`config.mk`:
```
export PLATFORM = sky130hd
export DESIGN_NAME = arb8_sched_flat
export DESIGN_NICKNAME = d
export VERILOG_FILES = /design/src/rtl/arb8_if.sv /design/src/rtl/arb8_sched.sv /design/src/flat_wrapper.sv
export SDC_FILE = /design/constraint.sdc
export NUM_CORES = 1
export LEC_CHECK = 0
export ABC_AREA = 1
export CAP_MARGIN = 20
export CORE_ASPECT_RATIO = 0.8
export CORE_MARGIN = 10
export CORE_UTILIZATION = 30
export CTS_BUF_LIST = sky130_fd_sc_hd__clkbuf_4
export CTS_CLUSTER_SIZE = 10
export DETAILED_ROUTE_END_ITERATION = 10
export GPL_TIMING_DRIVEN = 0
export SETUP_SLACK_MARGIN = 0.05
export SYNTH_ARGS = -nofsm -noshare
export SYNTH_HDL_FRONTEND = slang
export SYNTH_SLANG_ARGS = --single-unit
```
`constraint.sdc`:
```
create_clock -name clk -period 3.45 [get_ports clk]
set_clock_uncertainty 0.1 [all_clocks]
set_input_delay 0.69 -clock clk [delete_from_list [all_inputs] [get_ports clk]]
set_output_delay 0.69 -clock clk [all_outputs]
set_load 0.02 [all_outputs]
```
`src/rtl/arb8_if.sv`:
```
// arb8_if: request/grant bundle between the requesters and arb8_sched.
//   req        requesters -> arbiter, one bit per requester
//   gnt        one-hot grant, zero when no owner
//   gnt_id     index of the current (or most recent) owner
//   gnt_valid  high while a grant is held
//   timeout    one-cycle pulse in the gap after a forced revoke
// master = requester side, slave = arbiter side.
interface arb8_if;
  logic [7:0] req;
  logic [7:0] gnt;
  logic [2:0] gnt_id;
  logic       gnt_valid;
  logic       timeout;

  modport master (
    output req,
    input  gnt, gnt_id, gnt_valid, timeout
  );

  modport slave (
    input  req,
    output gnt, gnt_id, gnt_valid, timeout
  );
endinterface

```
`src/rtl/arb8_sched.sv`:
```
// arb8_sched: 8-requester arbiter for one shared resource.
// The winner is the highest-priority set request bit. It holds the grant
// until it drops its request or HOLD_MAX cycles elapse, and every grant is
// followed by one idle gap cycle.
//   HOLD_MAX  max consecutive grant cycles per ownership (2..256)
//   RR        0 = fixed priority (bit 7 highest), 1 = round-robin
// Ports:
//   clk   rising-edge clock
//   rst   asynchronous active-high reset
//   bus   arb8_if slave: req in; gnt, gnt_id, gnt_valid, timeout out
// All outputs come from flops; req never reaches gnt combinationally.
module arb8_sched #(
  parameter int unsigned HOLD_MAX = 16,
  parameter bit          RR       = 1'b0
) (
  input  logic  clk,
  input  logic  rst,
  arb8_if.slave bus
);

  localparam int unsigned       CW        = (HOLD_MAX > 1) ? $clog2(HOLD_MAX) : 1;
  localparam logic [CW-1:0]     HOLD_LAST = CW'(HOLD_MAX - 1);

  typedef enum logic [1:0] {S_IDLE, S_GRANT, S_GAP} state_t;

  state_t        state_q, state_d;
  logic [7:0]    gnt_q, gnt_d;
  logic [2:0]    gnt_id_q, gnt_id_d;
  logic          timeout_q, timeout_d;
  logic [2:0]    last_id_q, last_id_d;
  logic [CW-1:0] hold_q, hold_d;

  // Winner search: scan downward from a start index with 3-bit wraparound.
  // Round-robin starts just below the previous owner so it ranks last.
  logic [2:0] start_id;
  logic [2:0] idx;
  logic [2:0] win_id;
  logic       win_found;

  always_comb begin
    start_id  = RR ? (last_id_q - 3'd1) : 3'd7;
    idx       = '0;
    win_id    = '0;
    win_found = 1'b0;
    for (int unsigned k = 0; k < 8; k++) begin
      idx = start_id - 3'(k);
      if (!win_found && bus.req[idx]) begin
        win_found = 1'b1;
        win_id    = idx;
      end
    end
  end

  always_comb begin
    state_d   = state_q;
    gnt_d     = gnt_q;
    gnt_id_d  = gnt_id_q;
    timeout_d = 1'b0;
    last_id_d = last_id_q;
    hold_d    = hold_q;

    unique case (state_q)
      S_IDLE, S_GAP: begin
        gnt_d = '0;
        if (win_found) begin
          state_d  = S_GRANT;
          gnt_d    = 8'b1 << win_id;
          gnt_id_d = win_id;
          hold_d   = '0;
        end else begin
          state_d = S_IDLE;
        end
      end
      S_GRANT: begin
        // Release is checked first so a drop in the final cycle is not a timeout.
        if (!bus.req[gnt_id_q] || (hold_q == HOLD_LAST)) begin
          state_d   = S_GAP;
          gnt_d     = '0;
          timeout_d = bus.req[gnt_id_q];
          last_id_d = gnt_id_q;
          hold_d    = '0;
        end else begin
          hold_d = hold_q + CW'(1);
        end
      end
      default: begin
        state_d = S_IDLE;
        gnt_d   = '0;
      end
    endcase
  end

  always_ff @(posedge clk or posedge rst) begin
    if (rst) begin
      state_q   <= S_IDLE;
      gnt_q     <= '0;
      gnt_id_q  <= '0;
      timeout_q <= 1'b0;
      last_id_q <= '0;
      hold_q    <= '0;
    end else begin
      state_q   <= state_d;
      gnt_q     <= gnt_d;
      gnt_id_q  <= gnt_id_d;
      timeout_q <= timeout_d;
      last_id_q <= last_id_d;
      hold_q    <= hold_d;
    end
  end

  assign bus.gnt       = gnt_q;
  assign bus.gnt_id    = gnt_id_q;
  assign bus.gnt_valid = |gnt_q;
  assign bus.timeout   = timeout_q;

endmodule

```
`src/flat_wrapper.sv`:
```
// flat-port wrapper written by rule: the top's interface ports become plain ports
module arb8_sched_flat 
#(
  parameter int unsigned HOLD_MAX = 16,
  parameter bit          RR       = 1'b0
)
  (clk, rst, bus_req, bus_gnt, bus_gnt_id, bus_gnt_valid, bus_timeout);
  arb8_if bus_i ();
  input  logic clk;
  input  logic rst;
  input wire logic [$bits(bus_i.req)-1:0] bus_req;
  output wire logic [$bits(bus_i.gnt)-1:0] bus_gnt;
  output wire logic [$bits(bus_i.gnt_id)-1:0] bus_gnt_id;
  output wire logic [$bits(bus_i.gnt_valid)-1:0] bus_gnt_valid;
  output wire logic [$bits(bus_i.timeout)-1:0] bus_timeout;
  assign bus_i.req = bus_req;
  assign bus_gnt = bus_i.gnt;
  assign bus_gnt_id = bus_i.gnt_id;
  assign bus_gnt_valid = bus_i.gnt_valid;
  assign bus_timeout = bus_i.timeout;
  arb8_sched #(.HOLD_MAX(HOLD_MAX), .RR(RR)) u_core (.clk(clk), .rst(rst), .bus(bus_i));
endmodule
```
==> results by group <==
Layout
  – Share of post-route cells with drive strength above 1: 12.3%
  – Synth-to-Final Area Change: 29.0%
  – Fin area: 0.00132 mm2
  – # diodes: 0
  – Final net count: 167
  – Fin util: 41.5%
  – Filler cells: 311

Power
  – Switching part of the total: 45.4%
  – Sequential share of power: 34.2%
  – Design Power: 917 uW
  – Power per cell area: 696 mW/mm2
  – Comb pwr share: 53.9%
  – Pint: 501 uW
  – Pleak: 0.000676 uW
  – Net Switching: 416 uW
  – Clock Power Share: 11.8%
  – Max IR drop VDD: 367 uV

CTS
  – Cts repair resizes: 0
  – Root buffer cell: clkbuf_4
  – # hold bufs at CTS: 0
  – Sink Count: 18
  – CTS buffer count: 3
  – H-tree depth: 1
  – Clock slew at reported path FFs: 0.11 ns
  – Skew-Pair Late Insertion Delay: 0.29 ns
  – Post-CTS Setup Bufs: 0
  – CTS tree: built
  – Clock buffer depth: 2

Critical path
  – WP data arrival: 1.62 ns
  – Worst stage delay on the critical path: 0.54 ns
  – CP Cell Sequence: nor4_1, nand2_1, clkdlybuf4s50_1
  – Critical Path RT: 2.66 ns
  – Crit end category: output port
  – Slowest cell on crit path: clkdlybuf4s50_1
  – Type of origin of the critical path: flip-flop
  – Worst-path maximum fanout: 3
  – WS Path Type: reg -> out

Timing
  – RSZ-0062 raised after global routing: false
  – # setup viols final: 0
  – Hold Worst Slack: 0.447 ns
  – Fin crit period: 2.41 ns
  – Setup TNS Final: 0 ns
  – FMAX: 0.415 GHz
  – Max Slew Vio Count: 0
  – Worst relative slew slack: 55.6%
  – Worst slew pin tran: 0.665 ns
  – Final period utilization: 69.9%
  – Fin. Hold Viols: 0

Drt
  – Initial DRC count: 38
  – Post-route ant nets: 0
  – WL final: 2.42 mm
  – WL per Instance: 12.4 um
  – Via-per-instance ratio: 4.70
  – DRC Markers: 0
  – TritonRoute pass-1 iters: 4
  – DR vias: 916

Floorplanning
  – CORE AREA: 0.00318 mm2
  – # rows: 18
  – Ports: 23
  – Die W: 85.2 um
  – Chip height: 72.2 um
  – Initial core utilization: 32.2%
  – Die ar.: 0.00615 mm2

Job
  – Number of max-cap violations: 0

Placed design
  – Final GP Congestion: 0.837
  – Dpl hpwl: 1.96 mm
  – Area after DPL: 0.00129 mm2
  – Buffers added on ports: 22

Global route
  – Global route overflow: 0
  – First-pass GRT wire length: 4.29 mm
  – Initial antenna violation count: 0
  – Vias in the first global route: 963
  – Pin count of the biggest net entering global routing: 19
  – GR Util All Layers: 8.24%

Yosys
  – Yosys reg bits: 18
  – Synth Net Count: 140
  – Asr flop ratio synth: 100%
  – Synthesized area: 0.00102 mm2
  – Register area share after synthesis: 44.1%
  – Cells after Synth: 129
  – Yosys top cell by area: dfrtp_1
  – Count of different cell masters after synthesis: 22
  – Most common cell in the synthesized netlist: nand2_1
  – Synthesis Warnings: 0
  – Syn_area_per_cell: 7.91 um2
  – Ys flop type: dfrtp_1
  – Top post-synthesis cells by area: dfrtp_1 44%, nand2_1 13%, nand4_1 9.2%
  – Synth cell count leaders: 34 x nand2_1, 18 x dfrtp_1, 15 x inv_1, 15 x nand4_1, 14 x nand3_1
  – Share of the synthesized area in the top cell type: 44.1%
  – Post-synth EDFFs: 0

Run status
  – Status: completed

Worst hold path
  – Hold crit path type: reg -> reg
state kept, by name, summed over array words and instances, names as in the netlist:
name and flops:
u_core.bus.timeout 1, u_core.bus.gnt 8, u_core.hold_q 4, u_core.state_q 2, u_core.bus.gnt_id 3
placed cells by master (no fill, tap or decap), types with 3 or more instances in the layout:
cell	synthesis	final
clkdlybuf4s50_1	0	22
nor2_1	4	4
clkbuf_4	0	3
inv_1	15	15
nand2_2	3	3
nand4_1	15	15
inv_2	3	3
dfrtp_1	18	18
nand2_1	34	34
nand3_1	14	14
power groups by stage:
| stage | Sequential, uW | Clock (uW) | Combinational, uW |
|---|---|---|---|
| after floorplan | 343 | 0 | 304 |
| after global placement | 316 | 0 | 485 |
| after detailed placement | 318 | 0 | 498 |
| after CTS | 314 | 112 | 500 |
| after global routing | 321 | 124 | 555 |
| final | 314 | 108 | 494 |
through the flow:
step	setup slack, ns	std cells
2_1_floorplan	1.76	129
3_3_place_gp	1.27	191
3_5_place_dp	1.22	191
4_1_cts	1.02	195
5_1_grt	0.939	195
6_report	1.04	195
per-layer routing:
layer	part of all wire (%)	vias to the layer above	global-route usage, %
met4	0.58	0	1.64
met3	7.8	2	3.46
li1	-	484	-
met1	49	413	10.1
met5	0	-	0
met2	43	17	13.3
worst paths after layout:
path	startpoint	to	slack [ns]	cells past startpoint
setup / recovery	u_core.bus.gnt[0]	bus_gnt_valid	1.04	3
hold / removal	u_core.hold_q[1]	u_core.hold_q[1]	0.45	2
setup reg to reg	u_core.hold_q[0]	u_core.bus.gnt[7]	2.00	7
hold reg to reg	u_core.hold_q[1]	u_core.hold_q[1]	0.45	2
max in group asynchronous	rst	u_core.bus.gnt_id[0]	2.14	2
min in group asynchronous	rst	u_core.bus.timeout	0.69	2
cell families after synthesis:
family	Yosys count	share of synthesized area, %
buffers and inverters	22	9.92
XOR/XNOR	1	0.858
AO/OA/AOI/OAI	6	2.94
flip-flops	18	44.1
adder cells (fa/ha/maj)	1	1.23
AND/OR/NAND/NOR	81	40.9
critical path, delay by kind of cell (launching register included):
family	cells	cell delay [ns]
buf+inv	1	0.54
simple gates	2	0.38
flops	1	0.41
cell type report:
class | count | area (um2) | share of cell area (%)
plain buffers | 4 | 33.8 | 2.56
clock buffers | 3 | 22.5 | 1.71
clock inverters | 1 | 3.75 | 0.285
inverters | 18 | 67.6 | 5.13
multi-input cells | 89 | 469 | 35.6
flip-flops and latches | 18 | 450 | 34.2
well taps | 40 | 50.0 | 3.80
repair buffers | 22 | 220 | 16.7
Power figures use the tool's default switching activity.
